===== src/rtl/tlul_host_arb2.sv =====
// tlul_host_arb2: merges Ibex I/D TL-UL host ports into one round-robin host port.
// Optional TLUL_HOST_ARB_STALL_CNT_EN adds per-port 16-bit saturating stall counters.
package tlul_pkg;
  localparam int TL_AIW = 8;
  typedef struct packed {
    logic              a_valid;
    logic [2:0]        a_opcode;
    logic [2:0]        a_param;
    logic [1:0]        a_size;
    logic [TL_AIW-1:0] a_source;
    logic [31:0]       a_address;
    logic [3:0]        a_mask;
    logic [31:0]       a_data;
    logic              d_ready;
  } tl_h2d_t;
  typedef struct packed {
    logic              d_valid;
    logic [2:0]        d_opcode;
    logic [2:0]        d_param;
    logic [1:0]        d_size;
    logic [TL_AIW-1:0] d_source;
    logic              d_sink;
    logic [31:0]       d_data;
    logic              d_error;
    logic              a_ready;
  } tl_d2h_t;
endpackage

module tlul_host_arb2 import tlul_pkg::*; #(
  parameter int unsigned MaxOutstanding = 2,
  parameter bit          ResetPrio      = 1'b0
) (
  input  logic    clk_i,
  input  logic    rst_i,
  input  tl_h2d_t tl_i_h2d_i,
  output tl_d2h_t tl_i_d2h_o,
  input  tl_h2d_t tl_d_h2d_i,
  output tl_d2h_t tl_d_d2h_o,
  output tl_h2d_t tl_h2d_o,
  input  tl_d2h_t tl_d2h_i,
  output logic    spurious_rsp_o,
`ifdef TLUL_HOST_ARB_STALL_CNT_EN
  output logic    idle_o,
  output logic [15:0] stall_cnt_i_o,
  output logic [15:0] stall_cnt_d_o
`else
  output logic    idle_o
`endif
);
  localparam logic [3:0] CntMax = 4'(MaxOutstanding);
  typedef enum logic {IDLE, LOCKED} state_e;
  state_e     state_q;
  logic       lock_q, rr_q, sel, dst, a_hs, d_hs, spurious_q;
  logic [3:0] cnt_q [2];
  logic [1:0] a_valid, elig, a_ready, inc, dec;
  tl_h2d_t    req;
  tl_d2h_t    rsp;
  assign a_valid = {tl_d_h2d_i.a_valid, tl_i_h2d_i.a_valid};
  assign sel = (state_q == LOCKED) ? lock_q : (&elig ? rr_q : elig[1]);
  assign dst = tl_d2h_i.d_source[0];
  assign req = sel ? tl_d_h2d_i : tl_i_h2d_i;
  assign a_hs = tl_h2d_o.a_valid && tl_d2h_i.a_ready;
  assign d_hs = tl_d2h_i.d_valid && tl_h2d_o.d_ready;
  for (genvar i = 0; i < 2; i++) begin : g_port
    assign elig[i] = a_valid[i] && cnt_q[i] < CntMax;
    assign a_ready[i] = !rst_i && sel == 1'(i) && tl_d2h_i.a_ready && cnt_q[i] < CntMax;
    assign inc[i] = a_hs && sel == 1'(i);
    assign dec[i] = d_hs && dst == 1'(i);
  end
  always_comb begin
    tl_h2d_o = req;
    tl_h2d_o.a_source = {req.a_source[TL_AIW-2:0], sel};
    tl_h2d_o.a_valid = elig[sel] && !rst_i;
    tl_h2d_o.d_ready = (dst ? tl_d_h2d_i.d_ready : tl_i_h2d_i.d_ready) && !rst_i;
    rsp = tl_d2h_i;
    rsp.d_source = {1'b0, tl_d2h_i.d_source[TL_AIW-1:1]};
    tl_i_d2h_o = rsp;
    tl_i_d2h_o.d_valid = tl_d2h_i.d_valid && !dst && !rst_i;
    tl_i_d2h_o.a_ready = a_ready[0];
    tl_d_d2h_o = rsp;
    tl_d_d2h_o.d_valid = tl_d2h_i.d_valid && dst && !rst_i;
    tl_d_d2h_o.a_ready = a_ready[1];
  end
  // Lock holds a stalled output beat on its port until the crossbar accepts it.
  always_ff @(posedge clk_i or posedge rst_i) begin
    if (rst_i) begin
      state_q <= IDLE;
      lock_q <= 1'b0;
      rr_q <= ResetPrio;
      spurious_q <= 1'b0;
      cnt_q[0] <= '0;
      cnt_q[1] <= '0;
    end else begin
      state_q <= (state_q == IDLE) ? ((tl_h2d_o.a_valid && !tl_d2h_i.a_ready) ? LOCKED : IDLE)
                                   : ((a_hs || !tl_h2d_o.a_valid) ? IDLE : LOCKED);
      if (state_q == IDLE) lock_q <= sel;
      if (a_hs) rr_q <= ~sel;
      spurious_q <= d_hs && cnt_q[dst] == 4'd0;
      for (int p = 0; p < 2; p++) begin
        if (inc[p] && !dec[p]) cnt_q[p] <= cnt_q[p] + 4'd1;
        else if (dec[p] && !inc[p] && cnt_q[p] != 4'd0) cnt_q[p] <= cnt_q[p] - 4'd1;
      end
    end
  end
  assign spurious_rsp_o = spurious_q;
  assign idle_o = cnt_q[0] == 4'd0 && cnt_q[1] == 4'd0 && !(|a_valid);
`ifdef TLUL_HOST_ARB_STALL_CNT_EN
  always_ff @(posedge clk_i or posedge rst_i) begin
    if (rst_i) begin
      stall_cnt_i_o <= '0;
      stall_cnt_d_o <= '0;
    end else begin
      if (a_valid[0] && !a_ready[0] && stall_cnt_i_o != 16'hFFFF) stall_cnt_i_o <= stall_cnt_i_o + 16'd1;
      if (a_valid[1] && !a_ready[1] && stall_cnt_d_o != 16'hFFFF) stall_cnt_d_o <= stall_cnt_d_o + 16'd1;
    end
  end
`endif
`ifndef SYNTHESIS
  logic [$bits(tl_h2d_t)-2:0] a_beat;
  assign a_beat = tl_h2d_o[$bits(tl_h2d_t)-1:1];
  a_src_i_msb: assert property (@(posedge clk_i) disable iff (rst_i)
    tl_i_h2d_i.a_valid |-> !tl_i_h2d_i.a_source[TL_AIW-1]);
  a_src_d_msb: assert property (@(posedge clk_i) disable iff (rst_i)
    tl_d_h2d_i.a_valid |-> !tl_d_h2d_i.a_source[TL_AIW-1]);
  a_beat_stable: assert property (@(posedge clk_i) disable iff (rst_i)
    (tl_h2d_o.a_valid && !tl_d2h_i.a_ready) |=> $stable(a_beat));
`endif
endmodule

===== config.mk =====
export PLATFORM = sky130hd
export DESIGN_NAME = tlul_host_arb2
export DESIGN_NICKNAME = d
export VERILOG_FILES = /design/src/rtl/tlul_host_arb2.sv
export SDC_FILE = /design/constraint.sdc
export NUM_CORES = 1
export LEC_CHECK = 0
export BUFFER_PORTS_ARGS = -buffer_cell sky130_fd_sc_hd__buf_2
export CAP_MARGIN = 20
export CELL_PAD_IN_SITES_DETAIL_PLACEMENT = 2
export CELL_PAD_IN_SITES_GLOBAL_PLACEMENT = 2
export CORE_AREA = 5 5 161 163
export CTS_BUF_LIST = sky130_fd_sc_hd__clkbuf_4
export DETAILED_ROUTE_END_ITERATION = 10
export DIE_AREA = 0 0 166 168
export PLACE_DENSITY_LB_ADDON = 0.1
export SYNTH_ARGS = -nofsm -noshare
export SYNTH_HDL_FRONTEND = slang
export SYNTH_SLANG_ARGS = --single-unit
export TNS_END_PERCENT = 10

===== constraint.sdc =====
create_clock -name clk_i -period 5.1 [get_ports clk_i]
set_input_delay 1.02 -clock clk_i [delete_from_list [all_inputs] [get_ports clk_i]]
set_output_delay 1.02 -clock clk_i [all_outputs]
set_load 0.05 [all_outputs]

; ---- Word-level counts from Yosys, hierarchy flattened
; Cells that the tools add are included.
; W data, S select, Z words.
[op_classes]
add_sub_neg = 4
n_lt_le_gt_ge = 4
n_mux = 16
bitwise_logic = 3
reduce_logical = 49
[op_table]
columns = op, n
row1 = $mux W85, 1
row2 = $logic_and A1 B1 Y1, 30
row3 = $mux W4, 7
row4 = $logic_not A4 Y1, 3
row5 = $logic_not A1 Y1, 9
row6 = $add A4 B1 Y4 const B, 2
row7 = $lt A4 B2 Y1 const B, 2
row8 = $mux W1, 8
row9 = $reduce_bool A4 Y1, 2
row10 = $sub A4 B1 Y4 const B, 2
row11 = $reduce_bool A2 Y1, 2
row12 = $ge A2 B2 Y1 const B, 1
row13 = $lt A1 B2 Y1 const B, 1
row14 = $not A1 Y1, 2
row15 = $not A1 Y2, 1
row16 = $reduce_and A2 Y1, 1
row17 = $reduce_or A2 Y1, 1
row18 = $logic_or A1 B1 Y1, 1
[totals]
register_bits = 12
in_bits = 226
elab_cells = 82

; ---- Longest topological paths before layout
[logic_depth]
depth_word = 15
depth_mapped = 10
mapped_depth_nobuf = 9

; ---- Least setup slack after synthesis
; Ideal clock, no wire load.
[synth_path]
path_kind = input port to output port
startpoint = input tl_i_h2d_i[85] (netlist name)
endpoint = output tl_h2d_o[85] (netlist name)
arrival_ps = 2919
t_required_ps = 4080
slack_ps = 1161
stages = 4
path_buffers = 0
cell_sequence = or4b_4 nor2_1 a21oi_1 a221oi_1
[synth_rtl]
columns = element, line
row1 = start: declaration, 35  ; input tl_h2d_t tl_i_h2d_i,
row2 = end: declaration, 39  ; output tl_h2d_t tl_h2d_o,

==> impl_metrics.json <==
{
  "die_area_um2": 27900,
  "cap_violations": 0,
  "vias_per_cell": 3.44,
  "synth.area.top_cells": "buf_4 29%, mux2_2 21%, mux2_1 16%, dfrtp_1 11%, ha_1 1.9%",
  "clock_path_buffers": 2,
  "endpoint_kind": "output port",
  "grt_pass1_wl_mm": 21.1,
  "synth_most_common_cell": "buf_4",
  "min_from": "cnt_q[7]",
  "totalPowerFinal_uw": 1500,
  "synth_ff_type": "dfrtp_1",
  "netlist_area_um2": 2630,
  "rrSetupSlack_ns": 2.34,
  "first_pass_iters": 4,
  "gp_congestion": 0.716,
  "grt-ovfl-total": 0,
  "netlist_instances": 277,
  "synth-edff-count": 0,
  "post_cts_resized": 0,
  "cts_root_buf": "clkbuf_4",
  "cp.arrival_ns": 3.10,
  "yosysWarnings": 0,
  "drive_above_1_share_pct": 73.9,
  "post_drt_wl_per_cell_um": 19.5,
  "track_usage_pct": 9.79,
  "register_area_um2": 300,
  "fin_tns_setup_ns": 0,
  "ios": 418,
  "clkSinkCount": 12,
  "start_kind": "input port",
  "syn_to_final_growth_pct": 36.8,
  "initialDrtViolationCount": 38,
  "drc": 0,
  "ant_nets": 0,
  "std_cell_rows": 57,
  "port_buffers": 266,
  "synth_seq_cells": 12,
  "ys_top_cells_by_count": "102 x buf_4, 49 x mux2_2, 37 x mux2_1, 12 x dfrtp_1",
  "start_util_pct": 10.9,
  "leakagePower_uw": 0.00177,
  "cts_tree": "built",
  "synth_top_cell_by_area": "buf_4",
  "vias": 2631,
  "critPathRequiredTime_ns": 4.08,
  "r2r-start": "cnt_q[5]",
  "hold_path_class": "reg -> reg",
  "cts.htree.levels": 1,
  "core-area_um2": 24200,
  "die_width_um": 166,
  "post-cts-setup-buffers": 0,
  "synth_cell_type_count": 39,
  "fin_crit_ns": 4.12,
  "cts_hold_repair.buffers": 0,
  "period_share_pct": 80.8,
  "dp_hpwl_mm": 13.5,
  "finalSetupViolations": 0,
  "async_flop_share_pct": 100,
  "die_height_um": 168,
  "avgSynthCellArea_um2": 9.48,
  "antenna_found_initial": 2,
  "synth_top_area_share_pct": 29.2,
  "clk_pin_slew_ns": 0.10,
  "fillers": 2869,
  "diodes": 0,
  "r2r_cells": 9,
  "cts_made_buffers": 3,
  "r2r-end": "cnt_q[3]",
  "status": "complete, no violations",
  "nNetsFinal": 673,
  "grt_pass1_vias": 2972,
  "hold_viol": 0,
  "multiInputGateArea_um2": 1490,
  "min_to": "cnt_q[7]",
  "post-route-util_pct": 14.9,
  "rsz0062_at_grt": "false",
  "clock_skew_ns": 0.00893,
  "holdPathStages": 1,
  "clock.fmax_ghz": 0.243,
  "clk-insertion-delay-late_ns": 0.29,
  "seq_area_frac_synth_pct": 11.4,
  "slew_viol_final": 0,
  "power_density_nw_per_um2": 418,
  "wirelength_mm": 14.9,
  "irDropWorstVdd_v": 0.000123,
  "grt_max_degree": 51,
  "cp_max_fo": 36,
  "worstSetupPathType": "in -> out"
}
[area by class of cell]
class	count	area share, %
clock buffer	3	0.627
clock inverter	1	0.104
inverter	1	0.104
multi-input combinational	154	41.5
sequential	12	8.36
tap	324	11.3
timing repair buffer	269	38.0
[how the worst max path moves through the flow]
stage | from | endpoint | slack [ns] | depth (start not counted)
floorplan | tl_i_h2d_i[85] | tl_h2d_o[85] | 1.16 | 4
global placement | tl_d_h2d_i[85] | tl_h2d_o[53] | 0.94 | 6
detailed placement | tl_d_h2d_i[85] | tl_h2d_o[53] | 0.92 | 6
CTS | tl_d_h2d_i[85] | tl_h2d_o[53] | 0.93 | 6
global route | tl_d_h2d_i[85] | tl_h2d_o[53] | 0.89 | 6
finish | tl_d_h2d_i[85] | tl_h2d_o[53] | 0.98 | 6
[worst max-delay path, cell delays in order]
cell	delay (ns)
buf_2	0.12
or4b_4	0.52
o31ai_4	0.30
buf_4	0.46
mux2_1	0.42
buf_2	0.23
[placed cells by master, fill, tap and decap left out, drive strengths merged, types with 2 or more instances in the layout]
master / count
a21o: 3
a21oi: 4
and3: 2
buf: 269
clkbuf: 3
conb: 2
dfrtp: 12
fa: 2
ha: 4
mux2: 86
mux2i: 2
nand2: 5
nand2b: 2
nand3: 3
nor2: 4
nor2b: 5
nor3b: 2
nor4b: 2
o21ai: 4
o31ai: 2
or4: 3
or4b: 2
xnor2: 2
xor2: 4
[flip-flops by register name (all words and copies together) (netlist names)]
signal          flops
cnt_q               8
lock_q              1
rr_q                1
spurious_rsp_o      1
state_q             1
[report_power, final]
part | internal, µW | switching, µW
Combinational | 395 | 833
Sequential | 134 | 69.3
Clock | 28.5 | 42.0
Total | 558 | 945
[logic make-up after synthesis]
kind of cell / synth area share, %
buf+inv: 31.9
flops: 11.4
other cells: 0.143
mux: 37.6
fa+ha+maj: 3.43
simple gates: 8.43
xor+xnor: 2.00
compound gates: 5.00
[through the flow]
| stage | setup slack, ns | hold WS [ns] | std cells | area, µm² |
|---|---|---|---|---|
| 3_3_place_gp | 0.940 | 0.537 | 760 | 3570 |
| 6_report | 0.980 | 0.562 | 764 | 3590 |
| 3_5_place_dp | 0.925 | 0.552 | 760 | 3570 |
| 5_1_grt | 0.887 | 0.595 | 764 | 3590 |
| 4_1_cts | 0.928 | 0.565 | 764 | 3590 |
| 2_1_floorplan | 1.16 | 0.495 | 278 | 2630 |
[layer usage]
layer | wire (µm) | track usage [%] | part of all wire, % | vias to the layer above
li1 | - | - | - | 1198
met1 | 5630 | 11.0 | 38 | 1243
met2 | 7690 | 17.8 | 52 | 170
met3 | 1350 | 3.73 | 9.1 | 20
met4 | 208 | 1.87 | 1.4 | 0
met5 | 0 | 0 | 0 | -
Note: power is estimated with default switching activity, not from simulation.
